--- src/rtl/lcdbuf_pkg.sv ---
// Shared types and helpers for the SC1602 character buffer.
// Provides depth, fill character, FSM states and the LCD address map.
package lcdbuf_pkg;

    localparam int         LCDBUF_DEPTH = 32;
    localparam int         LCDBUF_AW    = 5;
    localparam logic [7:0] LCDBUF_SPACE = 8'h20;

    typedef enum logic {
        ST_CLEAR = 1'b0,
        ST_RUN   = 1'b1
    } lcdbuf_state_e;

    // Returns {valid, idx}: idx = {line, column}; valid clear for
    // addresses outside 8'h00-8'h0F and 8'h40-8'h4F.
    function automatic logic [5:0] lcdbuf_map(input logic [7:0] a);
        logic ok;
        ok = !a[7] && (a[5:4] == 2'b00);
        return {ok, a[6], a[3:0]};
    endfunction

endpackage

--- src/rtl/lcdbuf_ram.sv ---
// 32x8 single-port synchronous RAM with registered read.
// Ports: clk, we/re strobes, addr, wdata, rdata (updated only on re).
module lcdbuf_ram
    import lcdbuf_pkg::*;
(
    input  logic                 clk,
    input  logic                 we,
    input  logic                 re,
    input  logic [LCDBUF_AW-1:0] addr,
    input  logic [7:0]           wdata,
    output logic [7:0]           rdata
);

    logic [7:0] mem_q [LCDBUF_DEPTH];
    logic [7:0] rdata_q;

    always_ff @(posedge clk) begin
        if (we) begin
            mem_q[addr] <= wdata;
        end
        if (re) begin
            rdata_q <= mem_q[addr];
        end
    end

    assign rdata = rdata_q;

endmodule

--- src/rtl/lcd_char_buf_arb.sv ---
// Character buffer for the LCD path: driver reads win every edge, a
// clear engine (macro LCDBUF_CLEAR_EN) fills spaces, then two clients
// share the remaining write slots round-robin.
// Ports: clk, resetn, lcd_addr/lcd_rd/lcd_data (driver read port),
// cN_req/cN_addr/cN_wdata/cN_gnt (client writes), clr_req/clr_busy.
module lcd_char_buf_arb
    import lcdbuf_pkg::*;
#(
    parameter logic [7:0] SPACE_CHAR = LCDBUF_SPACE
) (
    input  logic       clk,
    input  logic       resetn,
    input  logic [7:0] lcd_addr,
    input  logic       lcd_rd,
    output logic [7:0] lcd_data,
    input  logic       c0_req,
    input  logic [4:0] c0_addr,
    input  logic [7:0] c0_wdata,
    output logic       c0_gnt,
    input  logic       c1_req,
    input  logic [4:0] c1_addr,
    input  logic [7:0] c1_wdata,
    output logic       c1_gnt,
    input  logic       clr_req,
    output logic       clr_busy
);

    logic [5:0] map;
    logic       clr_act;
    logic [4:0] clr_idx;
    logic       cli_slot;
    logic       gnt0_d;
    logic       gnt1_d;
    logic       gnt0_q;
    logic       gnt1_q;
    logic       last_q;
    logic       sel_q;
    logic       ram_we;
    logic       ram_re;
    logic [4:0] ram_addr;
    logic [7:0] ram_wdata;
    logic [7:0] ram_rdata;

    assign map    = lcdbuf_map(lcd_addr);
    assign ram_re = lcd_rd && map[5];

`ifdef LCDBUF_CLEAR_EN
    lcdbuf_state_e state_q;
    logic [4:0]    clr_idx_q;

    assign clr_act = (state_q == ST_CLEAR);
    assign clr_idx = clr_idx_q;
`else
    logic unused_clr;

    assign unused_clr = clr_req;
    assign clr_act    = 1'b0;
    assign clr_idx    = 5'd0;
`endif

    // Clients only see edges that neither a read nor the clear claims.
    assign cli_slot = !lcd_rd && !clr_act;
    assign gnt0_d   = cli_slot && c0_req && (!c1_req || last_q);
    assign gnt1_d   = cli_slot && c1_req && (!c0_req || !last_q);

    always_comb begin
        ram_we    = 1'b0;
        ram_addr  = map[4:0];
        ram_wdata = c0_wdata;
        if (lcd_rd) begin
            ram_we = 1'b0;
        end else if (clr_act) begin
            ram_we    = 1'b1;
            ram_addr  = clr_idx;
            ram_wdata = SPACE_CHAR;
        end else if (gnt0_d) begin
            ram_we    = 1'b1;
            ram_addr  = c0_addr;
            ram_wdata = c0_wdata;
        end else if (gnt1_d) begin
            ram_we    = 1'b1;
            ram_addr  = c1_addr;
            ram_wdata = c1_wdata;
        end
    end

    always_ff @(posedge clk or negedge resetn) begin
        if (!resetn) begin
            gnt0_q <= 1'b0;
            gnt1_q <= 1'b0;
            last_q <= 1'b1;
            sel_q  <= 1'b0;
`ifdef LCDBUF_CLEAR_EN
            state_q   <= ST_CLEAR;
            clr_idx_q <= 5'd0;
`endif
        end else begin
            gnt0_q <= gnt0_d;
            gnt1_q <= gnt1_d;
            if (gnt0_d) begin
                last_q <= 1'b0;
            end else if (gnt1_d) begin
                last_q <= 1'b1;
            end
            // sel_q picks RAM data for mapped reads, SPACE otherwise.
            if (lcd_rd) begin
                sel_q <= map[5];
            end
`ifdef LCDBUF_CLEAR_EN
            unique case (state_q)
                ST_CLEAR: begin
                    if (!lcd_rd) begin
                        if (clr_idx_q == 5'd31) begin
                            state_q <= ST_RUN;
                        end
                        clr_idx_q <= clr_idx_q + 5'd1;
                    end
                end
                ST_RUN: begin
                    if (clr_req) begin
                        state_q   <= ST_CLEAR;
                        clr_idx_q <= 5'd0;
                    end
                end
            endcase
`endif
        end
    end

    lcdbuf_ram u_ram (
        .clk   (clk),
        .we    (ram_we),
        .re    (ram_re),
        .addr  (ram_addr),
        .wdata (ram_wdata),
        .rdata (ram_rdata)
    );

    assign lcd_data = sel_q ? ram_rdata : SPACE_CHAR;
    assign c0_gnt   = gnt0_q;
    assign c1_gnt   = gnt1_q;
    assign clr_busy = clr_act;

endmodule

--- config.mk ---
export PLATFORM = sky130hd
export DESIGN_NAME = lcd_char_buf_arb
export DESIGN_NICKNAME = d
export VERILOG_FILES = /design/src/rtl/lcdbuf_pkg.sv /design/src/rtl/lcdbuf_ram.sv /design/src/rtl/lcd_char_buf_arb.sv
export SDC_FILE = /design/constraint.sdc
export NUM_CORES = 1
export LEC_CHECK = 0
export BUFFER_PORTS_ARGS = -buffer_cell sky130_fd_sc_hd__buf_2
export CAP_MARGIN = 20
export CELL_PAD_IN_SITES_DETAIL_PLACEMENT = 1
export CELL_PAD_IN_SITES_GLOBAL_PLACEMENT = 1
export CORE_MARGIN = 3
export CORE_UTILIZATION = 30
export CTS_BUF_LIST = sky130_fd_sc_hd__clkbuf_8
export DETAILED_ROUTE_END_ITERATION = 8
export GPL_ROUTABILITY_DRIVEN = 0
export PLACE_DENSITY = 0.55
export SYNTH_ARGS = -nofsm -noshare
export SYNTH_HDL_FRONTEND = slang
export SYNTH_SLANG_ARGS = --single-unit
--- constraint.sdc ---
create_clock -name clk -period 4.2 [get_ports clk]
set_input_delay 0.63 -clock clk [delete_from_list [all_inputs] [get_ports clk]]
set_output_delay 0.63 -clock clk [all_outputs]
set_load 0.02 [all_outputs]
## Yosys cells after proc, flatten, opt, wreduce, memory -nomap -nowiden

Memories as Yosys holds them, arrays and structs flattened. A register that Yosys moved wholly into a read port is not among the register bits.
Index checks and enable logic that the tools add are counted.

- Mux-type cells: 14
- Reductions and logical operators: 15

Operators by type and width:

| kind | number |
|---|---|
| $mux W8 | 4 |
| $mux W5 | 3 |
| $mux W1 | 7 |
| $logic_and A1 B1 Y1 | 6 |
| $logic_not A1 Y1 | 5 |
| $logic_not A2 Y1 | 1 |
| $logic_or A1 B1 Y1 | 2 |
| $reduce_bool A2 Y1 | 1 |

- Register bits after elaboration: 4
- Bits in writable memories: 256
- Bits of input ports: 40
- Output and inout port bits: 11
- Logic and storage cells: 34
- Memories kept: 1

Memory list:

| name | depth | bits a word | read ports | clocked after memory_dff | write ports | line | text |
|---|---|---|---|---|---|---|---|
| u_ram.mem_q | 32 | 8 | 1 | 1 | 1 | lcdbuf_ram.sv:14 | `logic [7:0] mem_q [LCDBUF_DEPTH];` |

## Depth between registers and ports, before layout

Gate-level depths: netlist (run 1).

- Word-level depth: 8
- Mapped depth: 10

## Hierarchy

A second synthesis (run 1) with hierarchy kept.

- Cells, all modules: 621
- Area, all modules: 10722.8 µm²

Modules (own cells, without submodules):

| module | instances | cells an instance | area an instance (µm²) | seq. area each (µm²) |
|---|---|---|---|---|
| lcdbuf_ram | 1 | 576 | 10286.1 | 7927.6 |
| lcd_char_buf_arb | 1 | 45 | 436.7 | 101.3 |

## Worst setup path before layout (run 1)

No wires, ideal clock.

- Path kind: input to register
- Start point: input c1_req
- End point: memory u_ram.mem_q[12][0], enable pin
- Library setup time: 0.370 ns
- Data arrival time: 2.201 ns
- Data required time: 3.830 ns
- Path slack: 1.629 ns
- Stages: 7
- Path buffers: 2
- Cells stage by stage: buf_4 nand2b_4 nand2_2 o311a_1 or3_1 buf_2 nor2_1

- Word-level cells in the longest chain between the ends: 7
- Elaborated cells between the ends (all ways): 13
- Those cells by class: mux (8); reduce/logical (5)

Ends and longest elaborated chain:

| item | line | text |
|---|---|---|
| from (decl) | lcd_char_buf_arb.sv:20 | `input logic c1_req,` |
| $logic_and A1 B1 Y1 / $logic_not A1 Y1 (equally long branches) | lcd_char_buf_arb.sv:64, lcd_char_buf_arb.sv:63 |  |
| $logic_and A1 B1 Y1 / $logic_or A1 B1 Y1 (equally long branches) | lcd_char_buf_arb.sv:64, lcd_char_buf_arb.sv:63 |  |
| $mux W1 / $logic_and A1 B1 Y1 (equally long branches) | lcd_char_buf_arb.sv:80, lcd_char_buf_arb.sv:63 |  |
| $mux W1 | lcd_char_buf_arb.sv:76 | `end else if (gnt0_d) begin` |
| $mux W1 | lcd_char_buf_arb.sv:70 | `if (lcd_rd) begin` |
| $mux W1 | lcdbuf_ram.sv:18 | `if (we) begin` |
| $mux W1 (implied by the code) | lcdbuf_ram.sv:19 | `mem_q[addr] <= wdata;` |
| to (decl) | lcdbuf_ram.sv:14 |  |

Several ways; a longest one is shown, not always the timed one.

## Worst setup path after layout (run 1)

- Start point: register last_q
- End point: memory u_ram.mem_q[17][0], enable pin

- Word-level cells in the longest chain between the ends: 8
- Elaborated cells between the ends (all ways): 13
- Those cells by class: mux (8); reduce/logical (5)

Ends and longest elaborated chain:

| item | line | text |
|---|---|---|
| from (decl) | lcd_char_buf_arb.sv:36 | `logic last_q;` |
| from (signal assigned) | lcd_char_buf_arb.sv:91 | `last_q <= 1'b1;` |
| from (signal assigned) | lcd_char_buf_arb.sv:101 | `last_q <= 1'b0;` |
| from (signal assigned) | lcd_char_buf_arb.sv:103 | `last_q <= 1'b1;` |
| $logic_not A1 Y1 | lcd_char_buf_arb.sv:64 | `assign gnt1_d = cli_slot && c1_req && (!c0_req \|\| !last_q);` |
| $logic_or A1 B1 Y1 | lcd_char_buf_arb.sv:64 |  |
| $logic_and A1 B1 Y1 | lcd_char_buf_arb.sv:64 |  |
| $mux W1 | lcd_char_buf_arb.sv:80 | `end else if (gnt1_d) begin` |
| $mux W1 | lcd_char_buf_arb.sv:76 |  |
| $mux W1 | lcd_char_buf_arb.sv:70 |  |
| $mux W1 | lcdbuf_ram.sv:18 |  |
| $mux W1 (implied by the code) | lcdbuf_ram.sv:19 |  |

Several ways; a longest one is shown, not always the timed one.

==> results of run 1 <==
[where the power goes]
part           internal [uW]  switching, uW
Combinational            163            462
Sequential              3020           9.86
Clock                   1220           1060
[registers in the layout, summed over array words and instances, names as in the netlist]
signal / flops
c1_gnt: 1
sel_q: 1
u_ram.mem_q: 256
last_q: 1
u_ram.rdata: 8
c0_gnt: 1
[worst max-delay path by stage]
stage | cells after the start | startpoint | end
global placement | 9 | c1_req | u_ram.rdata[3]$_DFFE_PP_
floorplan | 7 | c1_req | u_ram.mem_q[12][0]$_DFFE_PP_
finish | 5 | last_q$_DFFE_PN1N_ | u_ram.mem_q[17][0]$_DFFE_PP_
CTS | 5 | last_q$_DFFE_PN1N_ | u_ram.mem_q[17][0]$_DFFE_PP_
global route | 5 | last_q$_DFFE_PN1N_ | u_ram.mem_q[17][4]$_DFFE_PP_
detailed placement | 9 | c1_req | u_ram.rdata[1]$_DFFE_PP_
[per-stage QoR]
stage	setup WS (ns)	util, %	total power (uW)	hold slack (ns)	instances
global route	0.788	35.3	6180	0.404	1420
finish	1.01	35.3	5930	0.420	1420
floorplan	1.63	-	3450	0.334	850
global placement	0.684	32.8	3710	0.439	1332
detailed placement	0.635	32.8	3710	0.440	1332
CTS	1.01	35.3	6010	0.385	1420
[kinds of logic (layout without fill, tap and decap cells)]
logic type	Yosys count	after routing	share of synthesized area (%)
simple gates	402	402	15.6
buf+inv	56	165	2.66
compound gates	115	115	7.62
flops	268	268	73.3
mux	8	8	0.822
other cells	1	1	0.0342
[metal layers]
layer / global-route usage [%] / vias up
met4: 4.99 / 0
met2: 25.9 / 156
met1: 21.1 / 3527
met5: 0 / -
met3: 2.54 / 53
li1: - / 3277
[cell type report]
class                      instances  share of cell area (%)
timing repair buffer              76                    3.87
tap                              461                    4.55
sequential                       268                    63.4
clock inverter                    37                    1.62
inverter                           2                  0.0593
clock buffer                      50                    5.43
multi-input combinational        526                    21.1
[cells in the final DEF, fill, tap and decap left out, types with 3 or more instances in the layout]
cell type | synthesis | layout
sky130_fd_sc_hd__inv_1 | 2 | 20
sky130_fd_sc_hd__or2b_1 | 3 | 3
sky130_fd_sc_hd__nand3_1 | 70 | 70
sky130_fd_sc_hd__o31a_1 | 3 | 3
sky130_fd_sc_hd__clkinv_1 | 0 | 9
sky130_fd_sc_hd__mux2_2 | 8 | 8
sky130_fd_sc_hd__nor3b_1 | 3 | 3
sky130_fd_sc_hd__clkinv_2 | 0 | 7
sky130_fd_sc_hd__nand2b_1 | 3 | 3
sky130_fd_sc_hd__nand4_1 | 8 | 8
sky130_fd_sc_hd__and2_1 | 9 | 8
sky130_fd_sc_hd__buf_2 | 35 | 48
sky130_fd_sc_hd__dfrtp_1 | 3 | 3
sky130_fd_sc_hd__a31oi_1 | 64 | 64
sky130_fd_sc_hd__nand2_1 | 259 | 258
sky130_fd_sc_hd__clkbuf_8 | 0 | 50
sky130_fd_sc_hd__edfxtp_1 | 264 | 264
sky130_fd_sc_hd__buf_12 | 0 | 3
sky130_fd_sc_hd__nor2_1 | 38 | 38
sky130_fd_sc_hd__buf_4 | 2 | 24
sky130_fd_sc_hd__a22oi_1 | 32 | 32
[worst max-delay path: stages, from the launching register on]
cell and delay (ns):
sky130_fd_sc_hd__dfstp_2 0.55, sky130_fd_sc_hd__nand2b_4 0.16, sky130_fd_sc_hd__nand2_2 0.13, sky130_fd_sc_hd__o311ai_1 0.49, sky130_fd_sc_hd__nand3_1 0.63, sky130_fd_sc_hd__nor2_1 0.84
==> Flow_metrics.wiki, run 1 <==
{| class="wikitable"
! Metric !! Value
|-
| Area fraction of the dominant cell type after synthesis || 72.3%
|-
| DP HPWL || ~18000 um
|-
| Post-layout net count || 962
|-
| Setup violation total in the final timing report || 0
|-
| Number of enable-type register cells in the synthesized netlist || between 200 and 300
|-
| Vias per cell || 4.94
|-
| Startpoint Class || flop
|-
| Clock-pin slew on the worst setup and hold paths || 0.05 ns
|-
| Sequential fraction of the synthesis area || ~73%
|-
| Fmax achieved || roughly 310 MHz
|-
| H-tree levels || 2
|-
| Unrepaired setup endpoints after global routing || false
|-
| Area overhead of the layout relative to synthesis || 15.6%
|-
| Library cell with the largest summed area after synthesis || sky130_fd_sc_hd__edfxtp_1
|-
| Final WL || 30600 um
|-
| Bufs on Longest Clock Path || 3
|-
| Number of antenna diodes || 0
|-
| Pwr per Cell Area || 469 nW/um2
|-
| Number of placement rows || about 70
|-
| Highest metal used || met4
|-
| Most instantiated cells after synthesis || sky130_fd_sc_hd__edfxtp_1, sky130_fd_sc_hd__nand2_1, sky130_fd_sc_hd__nand3_1
|-
| Wire length per cell || 21.5 um
|-
| Final hold vios || 0
|-
| Accumulated negative setup slack || 0 ns
|-
| CTS Root Buffer Type || sky130_fd_sc_hd__clkbuf_8
|-
| Critical setup path kind || flop to flop
|-
| Remaining DRCs || 0
|-
| Cell types occupying the most area after synthesis || sky130_fd_sc_hd__edfxtp_1, sky130_fd_sc_hd__nand2_1, sky130_fd_sc_hd__a31oi_1
|-
| Layout cell share with drive strength beyond 1 || between 10% and 20%
|-
| Max Slew Vio Count || 0
|-
| Required time at the endpoint of the critical path || roughly 4.4 ns
|-
| Worst reg2reg setup slack || 1.01 ns
|-
| Antenna violations before repair || 0
|-
| Total met3 wirelength after detailed routing || 1360 um
|-
| Arrival time of the worst setup path || roughly 3.4 ns
|-
| Area taken by multi-input logic gates || 2670 um2
|-
| Detailed Route Iter0 Violations || 456
|-
| Post-Synthesis Net Count || 890
|-
| Most frequent cell after synthesis || sky130_fd_sc_hd__edfxtp_1
|-
| Post-synthesis area per instance || 12.9 um2
|-
| Placed inst area || 11800 um2
|-
| FFs w/ async S/R, synth || approximately 1.5%
|-
| End of the worst register-to-register path || u_ram.mem_q[17][0]$_DFFE_PP_
|-
| Synth unique cells || 40
|-
| Post-synthesis instance total || 850
|-
| Post-synthesis cell area || 11000 um2
|-
| Most instantiated flip-flop cell in the synthesis netlist || sky130_fd_sc_hd__edfxtp_1
|-
| Post-route fraction of the period consumed by the critical path || around 76%
|-
| Worst skew pair latency || around 0.56 ns
|-
| Post-synthesis register bit count || 268
|-
| Final ANT Viol Nets || 0
|-
| Worst clock skew || about 0.016 ns
|-
| Result of the run || finished, final reports clean
|-
| Die extent in x || 197 um
|-
| Pin count of the biggest net entering global routing || 61
|-
| Post-CTS Resized || 0
|-
| Crit path capture type || flop
|-
| First-pass GRT wire length || around 45000 um
|-
| Die Height || 197 um
|-
| Reg-to-reg critical path startpoint || last_q$_DFFE_PN1N_
|-
| Routed met1 length || roughly 14000 um
|-
| Time the final worst path needs with I/O delays and setup || 3.19 ns
|-
| Starting Density || between 30% and 40%
|-
| Static leakage power || about 0.0044 uW
|-
| TritonCTS Sinks || 268
|-
| First-pass detailed-route iteration total || 5
|-
| Number of buffers inserted for hold repair after clock tree synthesis || 1
|-
| Global-route usage over all layers || 15.6%
|-
| Vias in the first global route || roughly 7100
|-
| Routed length on met2 || 14600 um
|-
| Type of the tightest min-delay check || input port to async pin
|-
| Port Buffer Count || 48
|-
| Sequential cell area || 8030 um2
|-
| Total number of yosys warnings || 0
|-
| Max-Slew Margin vs Limit || 33.6%
|-
| Area of the die || 38900 um2
|-
| Logic depth of the worst register-to-register path || 5
|-
| Fill cell total of the finished layout || 3783
|-
| Max Cap Violations || 0
|-
| Count of boundary I/O pins || between 50 and 60
|-
| Post-CTS Repair Setup Buffers || 0
|-
| CTS buffer count || 48
|-
| Crit Path Max Fanout || 12
|-
| Via total after detailed routing || 7013
|-
| Total core area || between 30000 and 40000 um2
|-
| Post-route cell area || about 13000 um2
|-
| Transition time at the pin with the least slew margin || between 0.9 and 1 ns
|-
| Worst vdd ir || 0.000180 V
|-
| Overall overflow remaining after global route || 0
|-
| TritonCTS clock tree || yes
|}
Note: power is estimated with default switching activity, not from simulation.
==> run 2, diff against run 1 <==
PLACE_DENSITY = 0.57   (was 0.55)
clock period = 2.8 ns   (was 4.2 ns; I/O delays follow)
==> run 2 against run 1 <==
Effect of this change:
- count of clock-buffer cells in the layout fell by 5
- core utilization rose by 1.7 points
- wire length rose by 2.5%
- worst hold slack got worse by 0.24 ns
- global-route usage rose by 0.43 points
- cell area rose by 4.7%
- critical path depth rose by 2
- combinational power rose by 70%
- critical path type unchanged
- critical endpoint is now u_ram.rdata[6]$_DFFE_PP_
- highest routed layer unchanged
==> Flow_metrics.wiki, run 2 (synthesis results as in run 1) <==
{| class="wikitable"
! Metric !! Value
|-
| Result of the run || finished, final reports clean (unchanged)
|-
| Unrepaired setup endpoints after global routing || false (unchanged)
|-
| Startpoint Class || flop (unchanged)
|-
| DP HPWL || 19400 um (was 18500 um)
|-
| Type of the tightest min-delay check || input port to async pin (unchanged)
|-
| Worst vdd ir || 0.000270 V (was 0.000180 V)
|-
| First-pass GRT wire length || 46700 um (was 45300 um)
|-
| Total core area || 35800 um2 (unchanged)
|-
| Area overhead of the layout relative to synthesis || 21.0% (was 15.6%)
|-
| Fmax achieved || 394 MHz (was 314 MHz)
|-
| Reg with most FFs || u_ram.mem_q (unchanged)
|-
| Accumulated negative setup slack || 0 ns (unchanged)
|-
| Post-route fraction of the period consumed by the critical path || 90.6% (was 75.9%)
|-
| Vias in the first global route || 7455 (was 7115)
|-
| Critical setup path kind || flop to flop (unchanged)
|-
| Worst setup slack before clock tree synthesis || 0.0876 ns (was 0.635 ns)
|-
| Setup violation total in the final timing report || 0 (unchanged)
|-
| Post-route cell area || 13300 um2 (was 12700 um2)
|-
| Pin count of the biggest net entering global routing || 60 (was 61)
|-
| Antenna violations before repair || 0 (unchanged)
|-
| First-pass detailed-route iteration total || 4 (was 5)
|-
| Final ANT Viol Nets || 0 (unchanged)
|-
| Switch Pwr || 2290 uW (was 1530 uW)
|-
| CTS Root Buffer Type || sky130_fd_sc_hd__clkbuf_8 (unchanged)
|-
| Number of antenna diodes || 0 (unchanged)
|-
| Via total after detailed routing || 7314 (was 7013)
|-
| Remaining DRCs || 0 (unchanged)
|-
| Number of placement rows || 69 (unchanged)
|-
| Worst skew pair latency || 0.58 ns (was 0.56 ns)
|-
| Worst hold margin || 0.179 ns (was 0.420 ns)
|-
| Power Total || 8870 uW (was 5930 uW)
|-
| Internal Pwr Total || 6580 uW (was 4410 uW)
|-
| Clock-pin slew on the worst setup and hold paths || 0.06 ns (was 0.05 ns)
|-
| Crit path capture type || flop (unchanged)
|-
| TritonCTS clock tree || yes (unchanged)
|-
| Switching portion of total power || 25.9% (was 25.8%)
|-
| Layout cell share with drive strength beyond 1 || 21.2% (was 16.5%)
|-
| CTS buffer count || 45 (was 48)
|-
| Worst clock skew || 0.0287 ns (was 0.0162 ns)
|-
| Post-layout net count || 1022 (was 962)
|-
| Commonest cells after routing, fill and taps aside || sky130_fd_sc_hd__edfxtp_1, sky130_fd_sc_hd__nand2_1, sky130_fd_sc_hd__buf_4, sky130_fd_sc_hd__nand3_1, sky130_fd_sc_hd__a31oi_1 (was sky130_fd_sc_hd__edfxtp_1, sky130_fd_sc_hd__nand2_1, sky130_fd_sc_hd__nand3_1, sky130_fd_sc_hd__a31oi_1, sky130_fd_sc_hd__clkbuf_8)
|-
| Most common cell after layout, fill and taps aside || sky130_fd_sc_hd__edfxtp_1 (unchanged)
|-
| Final hold vios || 0 (unchanged)
|-
| Detailed Route Iter0 Violations || 493 (was 456)
|-
| Max-Slew Margin vs Limit || 53.7% (was 33.6%)
|-
| Port Buffer Count || 48 (unchanged)
|-
| Portion of total power attributed to sequential cells || 51.2% (was 51.0%)
|-
| Max FFs per register || 256 (unchanged)
|-
| Transition time at the pin with the least slew margin || 0.695 ns (was 0.992 ns)
|-
| Clk pwr share || 36.9% (was 38.4%)
|-
| Required time at the endpoint of the critical path || 3.09 ns (was 4.37 ns)
|-
| Time the final worst path needs with I/O delays and setup || 2.54 ns (was 3.19 ns)
|-
| Arrival time of the worst setup path || 2.83 ns (was 3.36 ns)
|-
| Area of the die || 38900 um2 (unchanged)
|-
| Global-route usage over all layers || 16.0% (was 15.6%)
|-
| Crit Path Max Fanout || 12 (unchanged)
|-
| Vias per cell || 4.94 (about the same)
|-
| Final WL || 31300 um (was 30600 um)
|-
| Starting Density || 30.6% (unchanged)
|-
| Max Slew Vio Count || 0 (unchanged)
|-
| Static leakage power || 0.00474 uW (was 0.00440 uW)
|-
| Min setup slack post-route || 0.263 ns (was 1.01 ns)
|-
| Share of total power in combinational logic || 11.9% (was 10.5%)
|-
| Count of boundary I/O pins || 51 (unchanged)
|-
| H-tree levels || 2 (unchanged)
|-
| Die extent in x || 197 um (unchanged)
|-
| TritonCTS Sinks || 268 (unchanged)
|-
| Placed inst area || 12400 um2 (was 11800 um2)
|-
| Wire length per cell || 21.2 um (was 21.5 um)
|-
| Pwr per Cell Area || 669 nW/um2 (was 469 nW/um2)
|-
| Overall overflow remaining after global route || 0 (unchanged)
|-
| Bufs on Longest Clock Path || 3 (unchanged)
|-
| Max Cap Violations || 0 (unchanged)
|-
| Die Height || 197 um (unchanged)
|}
-- run 2: changes by cell type in the layout (fill, tap and decap cells not counted) --
cell | before | now
sky130_fd_sc_hd__clkinvlp_4 | 0 | 1
sky130_fd_sc_hd__inv_6 | 1 | 2
sky130_fd_sc_hd__buf_4 | 24 | 73
sky130_fd_sc_hd__clkinv_1 | 9 | 12
sky130_fd_sc_hd__or3_1 | 2 | 1
sky130_fd_sc_hd__buf_12 | 3 | 17
sky130_fd_sc_hd__clkinv_2 | 7 | 4
sky130_fd_sc_hd__or3_4 | 2 | 3
sky130_fd_sc_hd__clkbuf_8 | 50 | 45
-- run 2: metrics by stage --
step           instances  util [%]
2_1_floorplan        850         -
3_3_place_gp        1395      34.6
3_5_place_dp        1395      34.6
4_1_cts             1480      37.0
5_1_grt             1480      37.0
6_report            1480      37.0
-- run 2: power by group through the flow --
stage          clock [uW]  sequential, uW  combinational, uW
6_report             3280            4540               1060
4_1_cts              3380            4540               1080
2_1_floorplan           0            4620                564
3_5_place_dp            0            4620               1070
5_1_grt              3550            4540               1160
3_3_place_gp            0            4620               1060
-- run 2: layout make-up --
cell class                 count  area [um2]
tap                          461         577
inverter                       2        7.51
timing repair buffer         139        1140
clock buffer                  45         619
clock inverter                39         218
multi-input combinational    526        2670
fill                        3799       22600
sequential                   268        8030
-- run 2: critical path, stage by stage, from the launching register on --
cell	delay (ns)
sky130_fd_sc_hd__dfstp_2	0.54
sky130_fd_sc_hd__nand2b_4	0.15
sky130_fd_sc_hd__nand2_2	0.12
sky130_fd_sc_hd__o311ai_1	0.49
sky130_fd_sc_hd__or3_4	0.33
sky130_fd_sc_hd__a31oi_1	0.09
sky130_fd_sc_hd__a22oi_1	0.37
sky130_fd_sc_hd__nand4_1	0.15
-- run 2: final timing paths --
| check | start | end | slack (ns) | depth (start not counted) |
|---|---|---|---|---|
| min | resetn | c1_gnt$_DFF_PN0_ | 0.18 | 2 |
| max reg2reg | last_q$_DFFE_PN1N_ | u_ram.rdata[6]$_DFFE_PP_ | 0.26 | 7 |
| min reg2reg | last_q$_DFFE_PN1N_ | last_q$_DFFE_PN1N_ | 0.48 | 2 |
| min in group clk | c0_req | c0_gnt$_DFF_PN0_ | 0.28 | 3 |
| max | last_q$_DFFE_PN1N_ | u_ram.rdata[6]$_DFFE_PP_ | 0.26 | 7 |
| max in group asynchronous | resetn | last_q$_DFFE_PN1N_ | 2.42 | 2 |
-- run 2: timing repair --
| action | CTS | global route |
|---|---|---|
| setup buffers | 0 | 0 |
| gates resized for setup | 0 | 1 |
| endpoints found under the hold margin | 4 | 0 |
| hold buffers | 1 | 0 |
| setup endpoints to repair | 0 | 2 |
-- run 2: routing by layer --
layer  track usage (%)  vias to the layer above  wire [um]
met5                 0                        -          0
met4              4.94                        0        742
li1                  -                     3393          -
met1              21.8                     3711      14200
met3              2.52                       58       1190
met2              26.6                      152      15200
